`src/rtl/uart_rx_ext.sv`:
```
// UART receiver: 2-FF synchroniser, 3-point majority sampling, configurable frame
// format, break detection and a first-word-fall-through output FIFO.
module uart_rx_ext #(
    parameter int CLK_DIV     = 234,
    parameter int DATA_BITS   = 8,
    parameter int PARITY_MODE = 0,
    parameter int STOP_BITS   = 1,
    parameter int FIFO_DEPTH  = 16
) (
    input  logic                          clk,
    input  logic                          rst,
    input  logic                          rxd,
    output logic [DATA_BITS-1:0]          rx_data,
    output logic                          rx_valid,
    input  logic                          rx_ready,
    output logic                          parity_error,
    output logic                          frame_error,
    output logic                          break_det,
    output logic                          overrun,
    output logic [$clog2(FIFO_DEPTH):0]   fifo_level
);

    localparam int TW = $clog2(CLK_DIV);
    localparam int AW = $clog2(FIFO_DEPTH);
    localparam int EW = DATA_BITS + 2;
    localparam logic [TW-1:0] T_S0     = TW'(CLK_DIV / 2 - CLK_DIV / 4);
    localparam logic [TW-1:0] T_S1     = TW'(CLK_DIV / 2);
    localparam logic [TW-1:0] T_S2     = TW'(CLK_DIV / 2 + CLK_DIV / 4);
    localparam logic [TW-1:0] T_LAST   = TW'(CLK_DIV - 1);
    localparam logic [3:0]    BIT_LAST = 4'(DATA_BITS - 1);
    localparam logic [AW:0]   DEPTH_L  = (AW + 1)'(FIFO_DEPTH);

    typedef enum logic [2:0] {IDLE, START, DATA, PARITY, STOP, BRK_WAIT} state_t;

    state_t                 state, state_n;
    logic                   rxd_meta, rxd_sync, rxd_prev;
    logic [1:0]             sync_fill;
    logic                   armed;
    logic [TW-1:0]          timer;
    logic                   smp0, smp1;
    logic [DATA_BITS-1:0]   data_sh;
    logic [3:0]             bit_cnt;
    logic                   stop_cnt, stop_err, par_bit;
    logic                   wr_req, brk_q;
    logic [EW-1:0]          wr_entry;
    logic                   fall, at_s2, at_wrap, vote, last_stop, all_zero;
    logic                   par_exp, pe, fe, do_write, do_break;

    logic [EW-1:0]          mem [FIFO_DEPTH];
    logic [AW:0]            wr_cnt, rd_cnt, level;
    logic                   full, push, pop;
    logic [EW-1:0]          head;

    // A start edge is only accepted once the synchroniser has seen a real high
    // level, so a line held low through reset release is not taken as a start bit.
    assign fall      = armed & rxd_prev & ~rxd_sync;
    assign at_s2     = (timer == T_S2);
    assign at_wrap   = (timer == T_LAST);
    assign vote      = (smp0 & smp1) | (smp0 & rxd_sync) | (smp1 & rxd_sync);
    assign last_stop = (stop_cnt == 1'(STOP_BITS - 1));
    assign all_zero  = (data_sh == '0) && (PARITY_MODE == 0 || !par_bit) && !vote
                       && (STOP_BITS == 1 || stop_err);

    always_comb begin
        par_exp = 1'b0;
        case (PARITY_MODE)
            1:       par_exp = ~(^data_sh);
            2:       par_exp = ^data_sh;
            3:       par_exp = 1'b1;
            default: par_exp = 1'b0;
        endcase
    end

    assign pe = (PARITY_MODE != 0) && (par_bit != par_exp);
    assign fe = stop_err | ~vote;

    always_comb begin
        state_n  = state;
        do_write = 1'b0;
        do_break = 1'b0;
        case (state)
            IDLE:     if (fall) state_n = START;
            START: begin
                if (at_s2 && vote) state_n = IDLE;
                else if (at_wrap)  state_n = DATA;
            end
            DATA:     if (at_wrap && bit_cnt == BIT_LAST) state_n = (PARITY_MODE != 0) ? PARITY : STOP;
            PARITY:   if (at_wrap) state_n = STOP;
            STOP: begin
                // Leaving at S2 of the last stop bit leaves slack for the next start edge.
                if (at_s2 && last_stop) begin
                    if (all_zero) begin
                        do_break = 1'b1;
                        state_n  = BRK_WAIT;
                    end else begin
                        do_write = 1'b1;
                        state_n  = vote ? IDLE : BRK_WAIT;
                    end
                end
            end
            BRK_WAIT: if (rxd_sync) state_n = IDLE;
            default:  state_n = IDLE;
        endcase
    end

    always_ff @(posedge clk or posedge rst) begin
        if (rst) begin
            state     <= IDLE;
            rxd_meta  <= 1'b1;
            rxd_sync  <= 1'b1;
            rxd_prev  <= 1'b1;
            sync_fill <= 2'b00;
            armed     <= 1'b0;
            timer     <= '0;
            smp0      <= 1'b1;
            smp1      <= 1'b1;
            data_sh   <= '0;
            bit_cnt   <= '0;
            stop_cnt  <= 1'b0;
            stop_err  <= 1'b0;
            par_bit   <= 1'b0;
            wr_req    <= 1'b0;
            brk_q     <= 1'b0;
            wr_entry  <= '0;
        end else begin
            rxd_meta  <= rxd;
            rxd_sync  <= rxd_meta;
            rxd_prev  <= rxd_sync;
            sync_fill <= {sync_fill[0], 1'b1};
            armed     <= armed | (sync_fill[1] & rxd_sync);
            state     <= state_n;
            wr_req    <= do_write;
            brk_q     <= do_break;
            if (do_write) wr_entry <= {pe, fe, data_sh};
            if (state_n != state || state == IDLE || state == BRK_WAIT || at_wrap) timer <= '0;
            else timer <= timer + 1'b1;
            if (timer == T_S0) smp0 <= rxd_sync;
            if (timer == T_S1) smp1 <= rxd_sync;
            case (state)
                IDLE: begin
                    bit_cnt  <= '0;
                    stop_cnt <= 1'b0;
                    stop_err <= 1'b0;
                end
                DATA: begin
                    if (at_s2)   data_sh <= {vote, data_sh[DATA_BITS-1:1]};
                    if (at_wrap) bit_cnt <= bit_cnt + 1'b1;
                end
                PARITY: if (at_s2) par_bit <= vote;
                STOP: if (!last_stop) begin
                    if (at_s2)   stop_err <= ~vote;
                    if (at_wrap) stop_cnt <= 1'b1;
                end
                default: ;
            endcase
        end
    end

    // A pop in the same cycle frees the slot, so a write into a full FIFO still lands.
    assign level = wr_cnt - rd_cnt;
    assign full  = (level == DEPTH_L);
    assign pop   = rx_valid & rx_ready;
    assign push  = wr_req & (~full | pop);
    assign head  = mem[rd_cnt[AW-1:0]];

    always_ff @(posedge clk or posedge rst) begin
        if (rst) begin
            wr_cnt <= '0;
            rd_cnt <= '0;
        end else begin
            if (push) wr_cnt <= wr_cnt + 1'b1;
            if (pop)  rd_cnt <= rd_cnt + 1'b1;
        end
    end

    always_ff @(posedge clk) begin
        if (push) mem[wr_cnt[AW-1:0]] <= wr_entry;
    end

    assign rx_valid     = (level != '0);
    assign rx_data      = rx_valid ? head[DATA_BITS-1:0] : '0;
    assign parity_error = rx_valid & head[EW-1];
    assign frame_error  = rx_valid & head[EW-2];
    assign break_det    = brk_q;
    assign overrun      = wr_req & full & ~pop;
    assign fifo_level   = level;

endmodule

```
`config.mk`:
```
export PLATFORM = sky130hd
export DESIGN_NAME = uart_rx_ext
export DESIGN_NICKNAME = d
export VERILOG_FILES = /design/src/rtl/uart_rx_ext.sv
export SDC_FILE = /design/constraint.sdc
export NUM_CORES = 1
export LEC_CHECK = 0
export BUFFER_PORTS_ARGS = -buffer_cell sky130_fd_sc_hd__buf_2
export CAP_MARGIN = 30
export CORE_UTILIZATION = 61
export CTS_CLUSTER_DIAMETER = 100
export DETAILED_ROUTE_END_ITERATION = 10
export PLACE_DENSITY = 0.78
export SLEW_MARGIN = 20
export SYNTH_ARGS = -nofsm -noshare
export SYNTH_HDL_FRONTEND = slang
export SYNTH_SLANG_ARGS = --single-unit
```
`constraint.sdc`:
```
create_clock -name clk -period 4.2 [get_ports clk]
set_input_delay 0.42 -clock clk [delete_from_list [all_inputs] [get_ports clk]]
set_output_delay 0.42 -clock clk [all_outputs]
set_load 0.02 [all_outputs]
```
Word level (Yosys, flattened, before mapping)
Memory sizes are Yosys's and may differ from the RTL's.
Cells that the tools add are included.
Widths: inputs -> output; s select.
{"block": "op_classes", "n_addsub": 5, "eq_ne": 15, "mux": 27, "bitwise_logic": 22, "n_reduce_logical": 16}
{"cell": "$mux 3", "count": 9}
{"cell": "$pmux 3 s6", "count": 1}
{"cell": "$eq 8x8->1 const B", "count": 2}
{"cell": "$mux 8", "count": 2}
{"cell": "$and 1x1->1", "count": 11}
{"cell": "$mux 1", "count": 11}
{"cell": "$add 5x1->5 const B", "count": 2}
{"cell": "$add 8x1->8 const B", "count": 1}
{"cell": "$eq 8x6->1 const B", "count": 1}
{"cell": "$eq 8x7->1 const B", "count": 1}
{"cell": "$logic_not 8->1", "count": 1}
{"cell": "$pmux 4 s2", "count": 1}
{"cell": "$eq 3x2->1 const B", "count": 2}
{"cell": "$eq 3x3->1 const B", "count": 2}
{"cell": "$ne 2x2->1 const B", "count": 3}
{"cell": "$eq 5x5->1 const B", "count": 1}
{"cell": "$not 1->1", "count": 5}
{"cell": "$or 1x1->1", "count": 5}
{"cell": "$reduce_bool 5->1", "count": 1}
{"cell": "$sub 5x5->5", "count": 1}
{"cell": "$add 4x1->4 const B", "count": 1}
{"cell": "$eq 4x3->1 const B", "count": 1}
{"cell": "$logic_and 1x1->1", "count": 4}
{"cell": "$mux 4", "count": 1}
{"cell": "other kinds (10)", "count": 15}
{"block": "totals", "ff_bits": 54, "mem_bits_rw": 144, "in_bits": 4, "out_inout_bits": 18, "word_cells": 104, "mem_count": 1}
{"memory": "mem", "depth": 16, "width": 9, "read_ports": 1, "rd_clocked_by_memory_dff": 0, "write_ports": 1, "line_no": "49", "source": "logic [EW-1:0] mem [FIFO_DEPTH];"}

Longest topological paths before layout
Gate-level depths: netlist (run 1).
{"block": "depth", "ltp_word": 13, "ltp_mapped": 10, "mapped_depth_nobuf": 9}

Least setup slack after synthesis (run 1)
Ideal clock, no wire load.
{"block": "synth_timing", "path_kind": "reg2reg", "startpoint": "register wr_cnt[0]", "endpoint": "memory mem[3][0] in the netlist's numbering, enable pin", "setup_ps": 399, "t_arrival_ps": 3318, "required_time_ps": 3801, "setup_slack_ps": 483, "stages_incl_launch_ff": 10, "path_buffers": 1, "period_less_slack_ps": 3717, "cell_sequence": "dfrtp_1 > inv_1 > ha_1 > fa_1 > xnor2_1 > nor2_1 > mux2i_4 > nor3_4 > buf_6 > nor4_1"}
{"block": "synth_between", "elab_chain_len": 7, "word_cells_on_any_way": 9, "cone_classes": "add/sub (1); eq/ne (1); mux (2); bitwise (4); reduce/logical (1)"}
{"element": "start: declaration", "line_no": "50", "source": "logic [AW:0] wr_cnt, rd_cnt, level;"}
{"element": "start signal: assignment", "line_no": "171", "source": "if (push) wr_cnt <= wr_cnt + 1'b1;"}
{"element": "$sub 5x5->5 (*)", "line_no": "160", "source": "assign level = wr_cnt - rd_cnt;"}
{"element": "named net fifo_level[2]", "line_no": "20", "source": "output logic [$clog2(FIFO_DEPTH):0] fifo_level"}
{"element": "$reduce_bool 5->1 or $eq 5x5->1 (tied branches)", "line_no": "180, 161"}
{"element": "$and 1x1->1 or $not 1->1 (tied branches)", "line_no": "162, 163"}
{"element": "$or 1x1->1 (*)", "line_no": "163", "source": "assign push = wr_req & (~full | pop);"}
{"element": "$and 1x1->1 (*)", "line_no": "163"}
{"element": "$mux 1 (*)", "line_no": "177", "source": "if (push) mem[wr_cnt[AW-1:0]] <= wr_entry;"}
{"element": "$mux 1 (implied by the code) (*)", "line_no": "177"}
{"element": "end: declaration", "line_no": "49"}
The timed path passes the listed nets; every way through them passes the cells marked *.

Worst setup path after layout (run 1)
{"block": "layout_timing", "startpoint": "register wr_cnt[0]", "endpoint": "output overrun"}
{"block": "layout_between", "elab_chain_len": 5, "word_cells_on_any_way": 7, "cone_classes": "add/sub (1); eq/ne (1); bitwise (4); reduce/logical (1)"}
{"element": "$sub 5x5->5 (*)", "line_no": "160"}
{"element": "$reduce_bool 5->1", "line_no": "180", "source": "assign rx_valid = (level != '0);"}
{"element": "$and 1x1->1", "line_no": "162", "source": "assign pop = rx_valid & rx_ready;"}
{"element": "$not 1->1", "line_no": "185", "source": "assign overrun = wr_req & full & ~pop;"}
{"element": "$and 1x1->1 (*)", "line_no": "185"}
{"element": "end: declaration", "line_no": "19", "source": "output logic overrun,"}
Mark *: on every way between the ends. The rest lies on a longest branch, timed or not.

==> summary.md, run 1 <==
| Metric | Value |
|---|---|
| Seq/Total Area, Yosys | 67.2% |
| Max clock buf depth | 2 |
| Die X | 120 um |
| Async SR Flop Fraction | 27.3% |
| Relative slew margins | 49.6% |
| GRT Total Usage | 24.8% |
| Final hold vios | 0 |
| Leakage | 3.80 nW |
| Remaining Overflow, GRT | 0 |
| Top Ports | 22 |
| CP cell instances | inv_1 > ha_1 > fa_1 > inv_1 > nor4_2 > mux2i_4 > nor3_4 > and2_1 > buf_2 |
| Netlist Area Pre-Place | 8450 um^2 |
| Flop2flop setup slack | 0.87 ns |
| Reg clk slew, reported paths | 0.07 ns |
| I/O Buffers | 20 |
| Starting DRT DRC Count | 367 |
| Clock Sinks | 198 |
| Busiest metal layer after global routing | met2 |
| Worst Hold Class | primary input to flip-flop |
| CP max FO | 16 |
| FMAX | 262 MHz |
| Commonest register cell after synthesis | edfxtp_1 |
| Worst Path Arrival | 3.39 ns |
| Fin cells | 698 |
| Final setup violation count | 0 |
| First drt pass iteration count | 4 |
| Layout net count | 526 |
| CP max stage cell | nor3_4 |
| Maximum vdd ir drop | 248 uV |
| Worst Setup End Kind | output pin |
| Slowest stage delay, CP | 0.62 ns |
| Worst Path Buf+Inv | 3 |
| DP Cell Count | 666 |
| Post-route ant nets | 0 |
| Final Cycle Share | 90.8% |
| Area contributors post-synth | edfxtp_1 51%, dfrtp_1 15%, mux4_2 9.9%, mux4_1 2.5%, ha_1 1.8% |
| Max-slew violations | 0 |
| Count of cell types in the netlist | 69 |
| DPL Wire Length | 9940 um |
| Vias per std cell | 6.21 |
| Status | completed |
| ANT cells | 0 |
| Yosys top cell area share | 51.2% |
| Dominant cell type by area after synthesis | edfxtp_1 |
| Count leader, synth | edfxtp_1 |
| Max Cap Viol | 0 |
| Setup_tns | 0 ns |
| Area growth, synth to finish | 11.2% |
| Routed WL | 15900 um |
| Layout cell share with drive strength beyond 1 | 29.3% |
| Global-route wire length before repair | 25400 um |
| Post-Syn Instances | 470 |
| Hold WS | 0.0794 ns |
| Startpoint Class | flip-flop |
| Top post-synthesis cells by count | 144 x edfxtp_1, 49 x dfrtp_1, 37 x mux4_2, 22 x nor2_1, 15 x inv_1 |
| Post-CTS setup buffers | 0 |
| Worst slew pin tran | 0.754 ns |
| GRT met3 Usage | 4.90% |
| Avg Inst Size Synth | 18.0 um^2 |
| Fillers | 822 |
| CP dominant cell by count | inv_1 |
| Via count of the first global-routing pass | 4383 |
| Core ar. | 13400 um^2 |
| Met2 Use GR | 39.2% |
| Post-Synthesis Net Count | 487 |
| # rows | 42 |
| M1 GR Usage | 34.6% |
| Initial cell density of the core | 63.1% |
| Synth warn | 0 |
| Initial antenna violation count | 0 |
| Crit path max-delay family | simple AND/OR/NAND/NOR gates |
| CTS root buffer | clkbuf_16 |
| Worst skew pair latency | 0.44 ns |
| Vias post-DR | 4335 |
| TritonCTS clock tree | built |
| # DRC | 0 |
| Power Dens Cells | 411 nW/um^2 |
| Fin crit period | 3.81 ns |
| Pin count of the biggest net entering global routing | 55 |
| Routed len/inst | 22.8 um |
| Htree depth | 4 |
| Yosys reg bits | 198 |
| WP data required | 3.78 ns |
| Die Footprint | 14300 um^2 |
| CTS Buf Count | 17 |
| EDFF count, synth | 144 |
| Die Y | 120 um |
| Crit path kind | flip-flop to output pin |
| Hold_buf cts | 0 |
| Post-CTS Resized | 0 |
| RSZ-0062 raised after global routing | no |
| Placer Congestion | 0.809 |
| Worst Skew | 0.0102 ns |
==> cell type report <==
| class | instances | area (um^2) | area share, % |
|---|---|---|---|
| well taps | 176 | 220 | 2.34 |
| flip-flops and latches | 198 | 5680 | 60.5 |
| clock inverters | 15 | 170 | 1.81 |
| inverters | 16 | 60.1 | 0.639 |
| multi-input cells | 239 | 2610 | 27.8 |
| repair buffers | 37 | 228 | 2.42 |
| clock buffers | 17 | 425 | 4.53 |
==> cells by family (layout without fill, tap and decap cells) <==
logic type | Yosys count | after routing | synth area share (%)
DFF | 198 | 198 | 67.2
other | 2 | 2 | 0.0889
AOI/OAI and AO/OA | 36 | 36 | 2.93
buffers and inverters | 33 | 85 | 2.13
and+or+nand+nor | 102 | 102 | 8.10
muxes | 67 | 67 | 15.4
adders and majority gates | 14 | 14 | 2.15
xor gates and xnor gates | 18 | 18 | 1.95
==> state kept, by name, indices dropped and copies added, names as in the netlist, 2 cells and up <==
| register | count |
|---|---|
| sync_fill | 2 |
| wr_cnt | 5 |
| rd_cnt | 5 |
| bit_cnt | 4 |
| data_sh | 8 |
| timer | 8 |
| wr_entry | 9 |
| state | 3 |
| mem | 144 |
==> layout by cell type (no fill, tap or decap), drive strengths merged, types with 3 or more instances in the layout <==
cell type	instances
a21oi	8
and3	5
and4b	4
buf	37
clkbuf	17
clkinv	6
dfrtp	49
dfstp	5
edfxtp	144
ha	12
inv	21
mux2	20
mux4	45
nand2	9
nand2b	3
nand3	6
nand4	4
nor2	24
nor2b	13
nor3	6
nor4	4
nor4b	7
nor4bb	3
o21ai	12
xnor2	13
xor2	5
==> per-layer routing <==
metal / routed length (um) / up-vias
met2: 7950 / 115
met3: 641 / 26
met5: 0 / -
met1: 7040 / 2265
li1: - / 1929
met4: 300 / 0
==> metrics by stage <==
| step | setup slack (ns) | cell area, um^2 | total power, mW | util (%) |
|---|---|---|---|---|
| 3_3_place_gp | 0.995 | 8800 | 2.28 | 65.7 |
| 6_report | 0.388 | 9400 | 3.86 | 70.1 |
| 4_1_cts | 0.361 | 9400 | 3.89 | 70.1 |
| 2_1_floorplan | 0.483 | 8450 | 2.26 | - |
| 3_5_place_dp | 0.868 | 8800 | 2.29 | 65.7 |
| 5_1_grt | 0.209 | 9400 | 3.98 | 70.1 |
==> where the power goes <==
part,internal (mW),leakage (nW),total [mW],switching (mW)
sequential,2.10,2.37,2.14,0.0378
combinational,0.0477,1.14,0.109,0.0609
clock,0.891,0.287,1.61,0.723
total,3.04,3.80,3.86,0.822
==> path summary, 6_finish.rpt <==
path | from | endpoint | cells after the start
max | wr_cnt[0]$_DFFE_PP0P_ | overrun | 9
min | rxd | rxd_meta$_DFF_PP1_ | 1
max reg2reg | wr_cnt[0]$_DFFE_PP0P_ | mem[10][8]$_DFFE_PP_ | 8
min reg2reg | sync_fill[0]$_DFF_PP0_ | sync_fill[1]$_DFF_PP0_ | 0
max in group asynchronous | rst | rd_cnt[0]$_DFFE_PP0P_ | 3
min in group asynchronous | rst | wr_cnt[3]$_DFFE_PP0P_ | 3
Note: power is estimated with default switching activity, not from simulation.
==> run 2: changes to the inputs <==
--- a/config.mk
+++ b/config.mk
@@ -8,8 +8,8 @@
 export BUFFER_PORTS_ARGS = -buffer_cell sky130_fd_sc_hd__buf_2
 export CAP_MARGIN = 30
-export CORE_UTILIZATION = 61
+export CORE_UTILIZATION = 50
 export CTS_CLUSTER_DIAMETER = 100
 export DETAILED_ROUTE_END_ITERATION = 10
-export PLACE_DENSITY = 0.78
+export PLACE_DENSITY = 0.66
 export SLEW_MARGIN = 20
 export SYNTH_ARGS = -nofsm -noshare
==> constraint.sdc (replaced) <==
create_clock -name clk -period 4.2 [get_ports clk]
set_input_delay 0.42 -clock clk [delete_from_list [all_inputs] [get_ports clk]]
set_output_delay 0.42 -clock clk [all_outputs]
set_load 0.005 [all_outputs]
==> summary.md, run 2 (synthesis gave the netlist of run 1 again) <==
| Metric | Value |
|---|---|
| Fillers | 1277 (was 822) |
| Fin cells | 742 (was 698) |
| Maximum vdd ir drop | 285 uV (was 248 uV) |
| Initial antenna violation count | 0 (unchanged) |
| Fin crit period | 3.72 ns (was 3.81 ns) |
| Remaining Overflow, GRT | 0 (unchanged) |
| Vias per std cell | 5.75 (was 6.21) |
| Via count of the first global-routing pass | 4302 (was 4383) |
| DPL Wire Length | 9930 um (was 9940 um) |
| Die Footprint | 17400 um^2 (was 14300 um^2) |
| Logic pwr share | 2.8% (about the same) |
| Max clock buf depth | 2 (unchanged) |
| Starting DRT DRC Count | 292 (was 367) |
| Top Ports | 22 (unchanged) |
| Status | completed (unchanged) |
| Post-CTS Resized | 0 (unchanged) |
| Seq pwr share | 54.1% (was 55.4%) |
| I/O Buffers | 20 (unchanged) |
| Commonest non-fill, non-tap cell in the layout | edfxtp_1 (unchanged) |
| Clock Sinks | 198 (unchanged) |
| Post-route ant nets | 0 (unchanged) |
| CTS root buffer | clkbuf_16 (unchanged) |
| Final setup violation count | 0 (unchanged) |
| Area of the multi-input gates | 2610 um^2 (unchanged) |
| CP max FO | 16 (unchanged) |
| Setup WS post-layout | 0.479 ns (was 0.388 ns) |
| CP cell instances | inv_1 > ha_1 > fa_1 > inv_1 > nor4_2 > mux2i_4 > nor3_4 > and2_1 > buf_2 (unchanged) |
| Final core utilization | 57.4% (was 70.1%) |
| P_int | 3.12 mW (was 3.04 mW) |
| Worst Hold Class | primary input to flip-flop (unchanged) |
| CP max stage cell | nor3_4 (unchanged) |
| Clock network fraction of total power | 43.1% (was 41.8%) |
| Pin count of the biggest net entering global routing | 55 (unchanged) |
| NetSw | 841 uW (was 822 uW) |
| Max Cap Viol | 0 (unchanged) |
| Sw frac | 21.3% (about the same) |
| # DRC | 0 (unchanged) |
| DP Cell Count | 710 (was 666) |
| ANT cells | 0 (unchanged) |
| Post-CTS setup buffers | 0 (unchanged) |
| RSZ-0062 raised after global routing | no (unchanged) |
| Design area | 9490 um^2 (was 9400 um^2) |
| Die X | 132 um (was 120 um) |
| Htree depth | 4 (unchanged) |
| Initial cell density of the core | 51.1% (was 63.1%) |
| Placer Congestion | 0.818 (was 0.809) |
| Placed cell areas | 8860 um^2 (was 8800 um^2) |
| Hold_buf cts | 0 (unchanged) |
| Hold WS | 0.0927 ns (was 0.0794 ns) |
| Crit path kind | flip-flop to output pin (unchanged) |
| WP data required | 3.78 ns (about the same) |
| Vias post-DR | 4265 (was 4335) |
| Power Dens Cells | 417 nW/um^2 (was 411 nW/um^2) |
| Final hold vios | 0 (unchanged) |
| Worst Setup End Kind | output pin (unchanged) |
| First drt pass iteration count | 5 (was 4) |
| GRT Total Usage | 18.7% (was 24.8%) |
| Max reg flops | 144 (unchanged) |
| Area growth, synth to finish | 12.3% (was 11.2%) |
| Slowest stage delay, CP | 0.66 ns (was 0.62 ns) |
| Setup_tns | 0 ns (unchanged) |
| Place WS | 0.939 ns (was 0.868 ns) |
| Routed len/inst | 20.4 um (was 22.8 um) |
| Most frequent cells in the layout | 144 x edfxtp_1, 48 x dfrtp_1, 37 x mux4_2 (unchanged) |
| Layout net count | 526 (unchanged) |
| Worst Path Arrival | 3.30 ns (was 3.39 ns) |
| Routed WL | 15200 um (was 15900 um) |
| Startpoint Class | flip-flop (unchanged) |
| Worst skew pair latency | 0.43 ns (was 0.44 ns) |
| Max-slew violations | 0 (unchanged) |
| Reg clk slew, reported paths | 0.07 ns (about the same) |
| CP dominant cell by count | inv_1 (unchanged) |
| Worst Skew | 0.0164 ns (was 0.0102 ns) |
| CTS Buf Count | 17 (unchanged) |
| # rows | 47 (was 42) |
| Tot Pwr | 3.96 mW (was 3.86 mW) |
| Register area | 5680 um^2 (unchanged) |
| Die Y | 132 um (was 120 um) |
| Final Cycle Share | 88.6% (was 90.8%) |
| TritonCTS clock tree | built (unchanged) |
| Relative slew margins | 45.4% (was 49.6%) |
| Leakage | 3.82 nW (was 3.80 nW) |
| Layout cell share with drive strength beyond 1 | 29.3% (unchanged) |
| Core ar. | 16500 um^2 (was 13400 um^2) |
| FMAX | 269 MHz (was 262 MHz) |
| Worst slew pin tran | 0.816 ns (was 0.754 ns) |
| Global-route wire length before repair | 24200 um (was 25400 um) |
==> run 2: cell types whose count changed in the layout (fill, tap and decap cells not counted) <==
cell        delta
inv_8          +4
inv_6          -1
clkinv_2       -1
bufinv_16      +1
clkinvlp_4     -1
clkinv_4       -2
==> run 2: metal layers <==
metal / wire, um / GRT usage, % / part of all wire (%) / vias to the layer above
met5: 0 / 0 / 0 / -
met4: 148 / 6.07 / 0.98 / 0
met3: 422 / 3.38 / 2.8 / 12
met2: 7720 / 30.0 / 51 / 83
met1: 6870 / 26.0 / 45 / 2239
li1: - / - / - / 1931
==> run 2: final timing paths <==
kind                                        start                     end  slack, ns  cells past startpoint
setup / recovery            wr_cnt[0]$_DFFE_PP0P_                 overrun       0.48                      9
hold / removal                                rxd      rxd_meta$_DFF_PP1_       0.09                      1
setup reg to reg            wr_cnt[0]$_DFFE_PP0P_     mem[8][3]$_DFFE_PP_       0.93                      8
hold reg to reg            sync_fill[0]$_DFF_PP0_  sync_fill[1]$_DFF_PP0_       0.35                      0
max in group asynchronous                     rst   rd_cnt[0]$_DFFE_PP0P_       3.55                      3
min in group asynchronous                     rst   wr_cnt[2]$_DFFE_PP0P_       0.17                      3
==> run 2: power groups by stage <==
stage	Combinational [mW]	Sequential, mW	Clock (mW)
2_1_floorplan	0.0920	2.17	0
3_3_place_gp	0.103	2.18	0
3_5_place_dp	0.110	2.18	0
4_1_cts	0.111	2.14	1.75
5_1_grt	0.125	2.14	1.81
6_report	0.110	2.14	1.71
==> run 2: area by class of cell <==
type / instances / share of cell area (%)
inverters: 16 / 0.633
clock inverters: 15 / 2.18
clock buffers: 17 / 4.48
repair buffers: 37 / 2.40
flip-flops and latches: 198 / 59.9
well taps: 220 / 2.90
multi-input cells: 239 / 27.5
==> run 2: critical path, delay by kind of cell, from the launching register on <==
family,cells,cell delay (ns)
adder cells (fa/ha/maj),2,0.73
multiplexers,1,0.20
buffers and inverters,3,0.30
flip-flops,1,0.40
AND/OR/NAND/NOR,3,1.25
==> run 3: changes to the inputs <==
- ABC_AREA: default -> 1
==> summary.md, run 3 <==
| Metric | Value |
|---|---|
| Status | completed (unchanged) |
| Post-route ant nets | 0 (unchanged) |
| Die Footprint | 17600 um^2 (was 17400 um^2) |
| Worst Path Buf+Inv | 3 (unchanged) |
| Area growth, synth to finish | 10.3% (was 12.3%) |
| Hold worst-path end | rxd_meta$_DFF_PP1_ (unchanged) |
| Via count of the first global-routing pass | 5512 (was 4302) |
| WP data required | 3.78 ns (about the same) |
| Core ar. | 16600 um^2 (was 16500 um^2) |
| Final core utilization | 56.7% (was 57.4%) |
| Reg clk slew, reported paths | 0.07 ns (about the same) |
| CP max FO | 16 (unchanged) |
| Clock Sinks | 198 (unchanged) |
| Worst r2r src | rd_cnt[2]$_DFFE_PP0P_ (was wr_cnt[0]$_DFFE_PP0P_) |
| Startpoint Class | flip-flop (unchanged) |
| Flop2flop setup slack | 0.70 ns (was 0.93 ns) |
| FMAX | 282 MHz (was 269 MHz) |
| Final setup violation count | 0 (unchanged) |
| Max-slew violations | 0 (unchanged) |
| Area contributors post-synth | edfxtp_1 51%, dfrtp_1 14%, nand2_1 8.7%, a21oi_1 3.6%, nor2_1 2.4% (was edfxtp_1 51%, dfrtp_1 15%, mux4_2 9.9%, mux4_1 2.5%, ha_1 1.8%) |
| Worst skew pair latency | 0.43 ns (about the same) |
| Initial antenna violation count | 0 (unchanged) |
| Adder-Cell Fraction of Synth Area | 1.99% (was 2.15%) |
| Setup WS post-layout | 0.657 ns (was 0.479 ns) |
| Remaining Overflow, GRT | 0 (unchanged) |
| Post-Syn Instances | 761 (was 470) |
| Fin cells | 1011 (was 742) |
| Compound-Gate Fraction of Synth Area | 9.21% (was 2.93%) |
| Yosys top cell area share | 50.5% (was 51.2%) |
| Slowest stage delay, CP | 0.64 ns (was 0.66 ns) |
| Worst slew pin tran | 0.928 ns (was 0.816 ns) |
| DPL Wire Length | 12700 um (was 9930 um) |
| Seq/Total Area, Yosys | 66.4% (was 67.2%) |
| Synth warn | 0 (unchanged) |
| Layout net count | 795 (was 526) |
| Die Y | 133 um (was 132 um) |
| Place WS | 0.724 ns (was 0.939 ns) |
| Routed len/inst | 18.7 um (was 20.4 um) |
| Yosys reg bits | 198 (unchanged) |
| Maximum vdd ir drop | 329 uV (was 285 uV) |
| Crit path max-delay family | buffers and inverters (was simple AND/OR/NAND/NOR gates) |
| R2R depth | 11 (was 8) |
| Post-synthesis mux area share | 0% (was 15.4%) |
| CTS root buffer | clkbuf_16 (unchanged) |
| Worst Path Arrival | 3.12 ns (was 3.30 ns) |
| CTS Buf Count | 17 (unchanged) |
| Setup_tns | 0 ns (unchanged) |
| Async SR Flop Fraction | 27.3% (unchanged) |
| Final hold vios | 0 (unchanged) |
| Pin count of the biggest net entering global routing | 76 (was 55) |
| CP max stage cell | dfrtp_1 (was nor3_4) |
| Commonest register cell after synthesis | edfxtp_1 (unchanged) |
| Vias per std cell | 5.60 (was 5.75) |
| Vias post-DR | 5659 (was 4265) |
| Commonest non-fill, non-tap cell in the layout | nand2_1 (was edfxtp_1) |
| # DRC | 0 (unchanged) |
| Max clock buf depth | 2 (unchanged) |
| Top Ports | 22 (unchanged) |
| Relative slew margins | 38.1% (was 45.4%) |
| Placed cell areas | 8860 um^2 (about the same) |
| Worst Skew | 0.00732 ns (was 0.0164 ns) |
| Dominant cell type by area after synthesis | edfxtp_1 (unchanged) |
| Hold Crit Start | rxd (unchanged) |
| GRT Total Usage | 23.2% (was 18.7%) |
| ANT cells | 0 (unchanged) |
| I/O Buffers | 20 (unchanged) |
| Worst Hold Class | primary input to flip-flop (unchanged) |
| Worst flop-to-flop path endpoint | mem[2][4]$_DFFE_PP_ (was mem[8][3]$_DFFE_PP_) |
| Min-Delay Path Depth | 1 (unchanged) |
| XOR/XNOR share of the synthesized area | 1.81% (was 1.95%) |
| Hold WS | 0.0838 ns (was 0.0927 ns) |
| Avg Inst Size Synth | 11.2 um^2 (was 18.0 um^2) |
| First drt pass iteration count | 5 (unchanged) |
| Die X | 133 um (was 132 um) |
| Post-Synthesis Net Count | 778 (was 487) |
| Starting DRT DRC Count | 677 (was 292) |
| Placer Congestion | 0.906 (was 0.818) |
| Max reg flops | 144 (unchanged) |
| Htree depth | 4 (unchanged) |
| RSZ-0062 raised after global routing | no (unchanged) |
| Simple-gate share of the synthesized area | 16.9% (was 8.10%) |
| Design area | 9440 um^2 (was 9490 um^2) |
| Top post-synthesis cells by count | 198 x nand2_1, 144 x edfxtp_1, 62 x a21oi_1, 54 x nor2_1, 49 x dfrtp_1 (was 144 x edfxtp_1, 49 x dfrtp_1, 37 x mux4_2, 22 x nor2_1, 15 x inv_1) |
| Initial cell density of the core | 51.4% (was 51.1%) |
| Largest family of logic cells by synthesized area | simple AND/OR/NAND/NOR gates (was multiplexers) |
| DP Cell Count | 978 (was 710) |
| Netlist Area Pre-Place | 8560 um^2 (was 8450 um^2) |
| Count of cell types in the netlist | 43 (was 69) |
| Max Cap Viol | 0 (unchanged) |
| CP cell instances | clkinv_1 > ha_1 > a21oi_1 > nand2_1 > xor2_2 > nor2_2 > nand3b_2 > inv_2 > nor2_1 > buf_2 (was inv_1 > ha_1 > fa_1 > inv_1 > nor4_2 > mux2i_4 > nor3_4 > and2_1 > buf_2) |
| EDFF count, synth | 144 (unchanged) |
| Global-route wire length before repair | 30500 um (was 24200 um) |
| Post-CTS setup buffers | 0 (unchanged) |
| Worst Setup End Kind | output pin (unchanged) |
| # rows | 47 (unchanged) |
| Routed WL | 18900 um (was 15200 um) |
| Leakage | 4.01 nW (was 3.82 nW) |
| Fin crit period | 3.54 ns (was 3.72 ns) |
| Power Dens Cells | 391 nW/um^2 (was 417 nW/um^2) |
| TritonCTS clock tree | built (unchanged) |
| Layout cell share with drive strength beyond 1 | 12.5% (was 29.3%) |
| Crit path kind | flip-flop to output pin (unchanged) |
| Tot Pwr | 3.69 mW (was 3.96 mW) |
| Most frequent cells in the layout | 198 x nand2_1, 144 x edfxtp_1, 62 x a21oi_1 (was 144 x edfxtp_1, 48 x dfrtp_1, 37 x mux4_2) |
| Final Cycle Share | 84.4% (was 88.6%) |
| Count leader, synth | nand2_1 (was edfxtp_1) |
==> run 3: changes by cell type in the layout (fill, tap and decap cells not counted), sizes merged, moves of 9 or more <==
cell / previous run / this run
nor2b: 13 / 0
mux4: 45 / 0
o211ai: 0 / 9
mux2: 20 / 0
buf: 37 / 26
nand3: 6 / 43
a32o: 0 / 9
nand2: 9 / 208
o21ai: 12 / 24
a21oi: 8 / 62
nor2: 24 / 60
inv: 24 / 58
a22oi: 0 / 24
==> run 3: worst max-delay path by stage <==
stage,start,to,depth (start not counted)
after floorplan,rd_cnt[2]$_DFFE_PP0P_,mem[0][0]$_DFFE_PP_,12
after global placement,rd_cnt[2]$_DFFE_PP0P_,mem[0][4]$_DFFE_PP_,11
after detailed placement,rd_cnt[2]$_DFFE_PP0P_,mem[11][2]$_DFFE_PP_,11
after CTS,rd_cnt[2]$_DFFE_PP0P_,rx_data[7],10
after global routing,rd_cnt[2]$_DFFE_PP0P_,mem[11][6]$_DFFE_PP_,11
final,rd_cnt[2]$_DFFE_PP0P_,rx_data[7],10
==> run 3: cells by family (layout without fill, tap and decap cells) <==
family / after synthesis / after routing
xor gates and xnor gates: 16 / 16
adders and majority gates: 13 / 13
DFF: 198 / 198
AOI/OAI and AO/OA: 130 / 130
buffers and inverters: 77 / 107
and+or+nand+nor: 325 / 325
other: 2 / 2
==> run 3: where the power goes <==
| group | internal, mW | switching, mW |
|---|---|---|
| clock | 0.805 | 0.755 |
| combinational | 0.0115 | 0.0299 |
| sequential | 2.08 | 0.00493 |
| total | 2.90 | 0.790 |
==> run 3: area by class of cell <==
cell class,instances,area (um^2)
multi-input cells,486,2560
well taps,220,275
clock buffers,18,439
clock inverters,14,128
fillers,1374,7210
inverters,48,180
repair buffers,27,168
flip-flops and latches,198,5680
==> run 3: routing by layer <==
layer / vias up / track usage, % / share of wire (%)
met4: 0 / 10.5 / 3.2
met3: 37 / 4.48 / 6.8
li1: 2667 / - / -
met5: - / 0 / 0
met2: 213 / 35.5 / 46
met1: 2742 / 32.2 / 44
==> run 3: repair_timing <==
item,CTS,global route
endpoints found under the hold margin,16,0
gates resized for setup,0,0
hold buffers,1,0
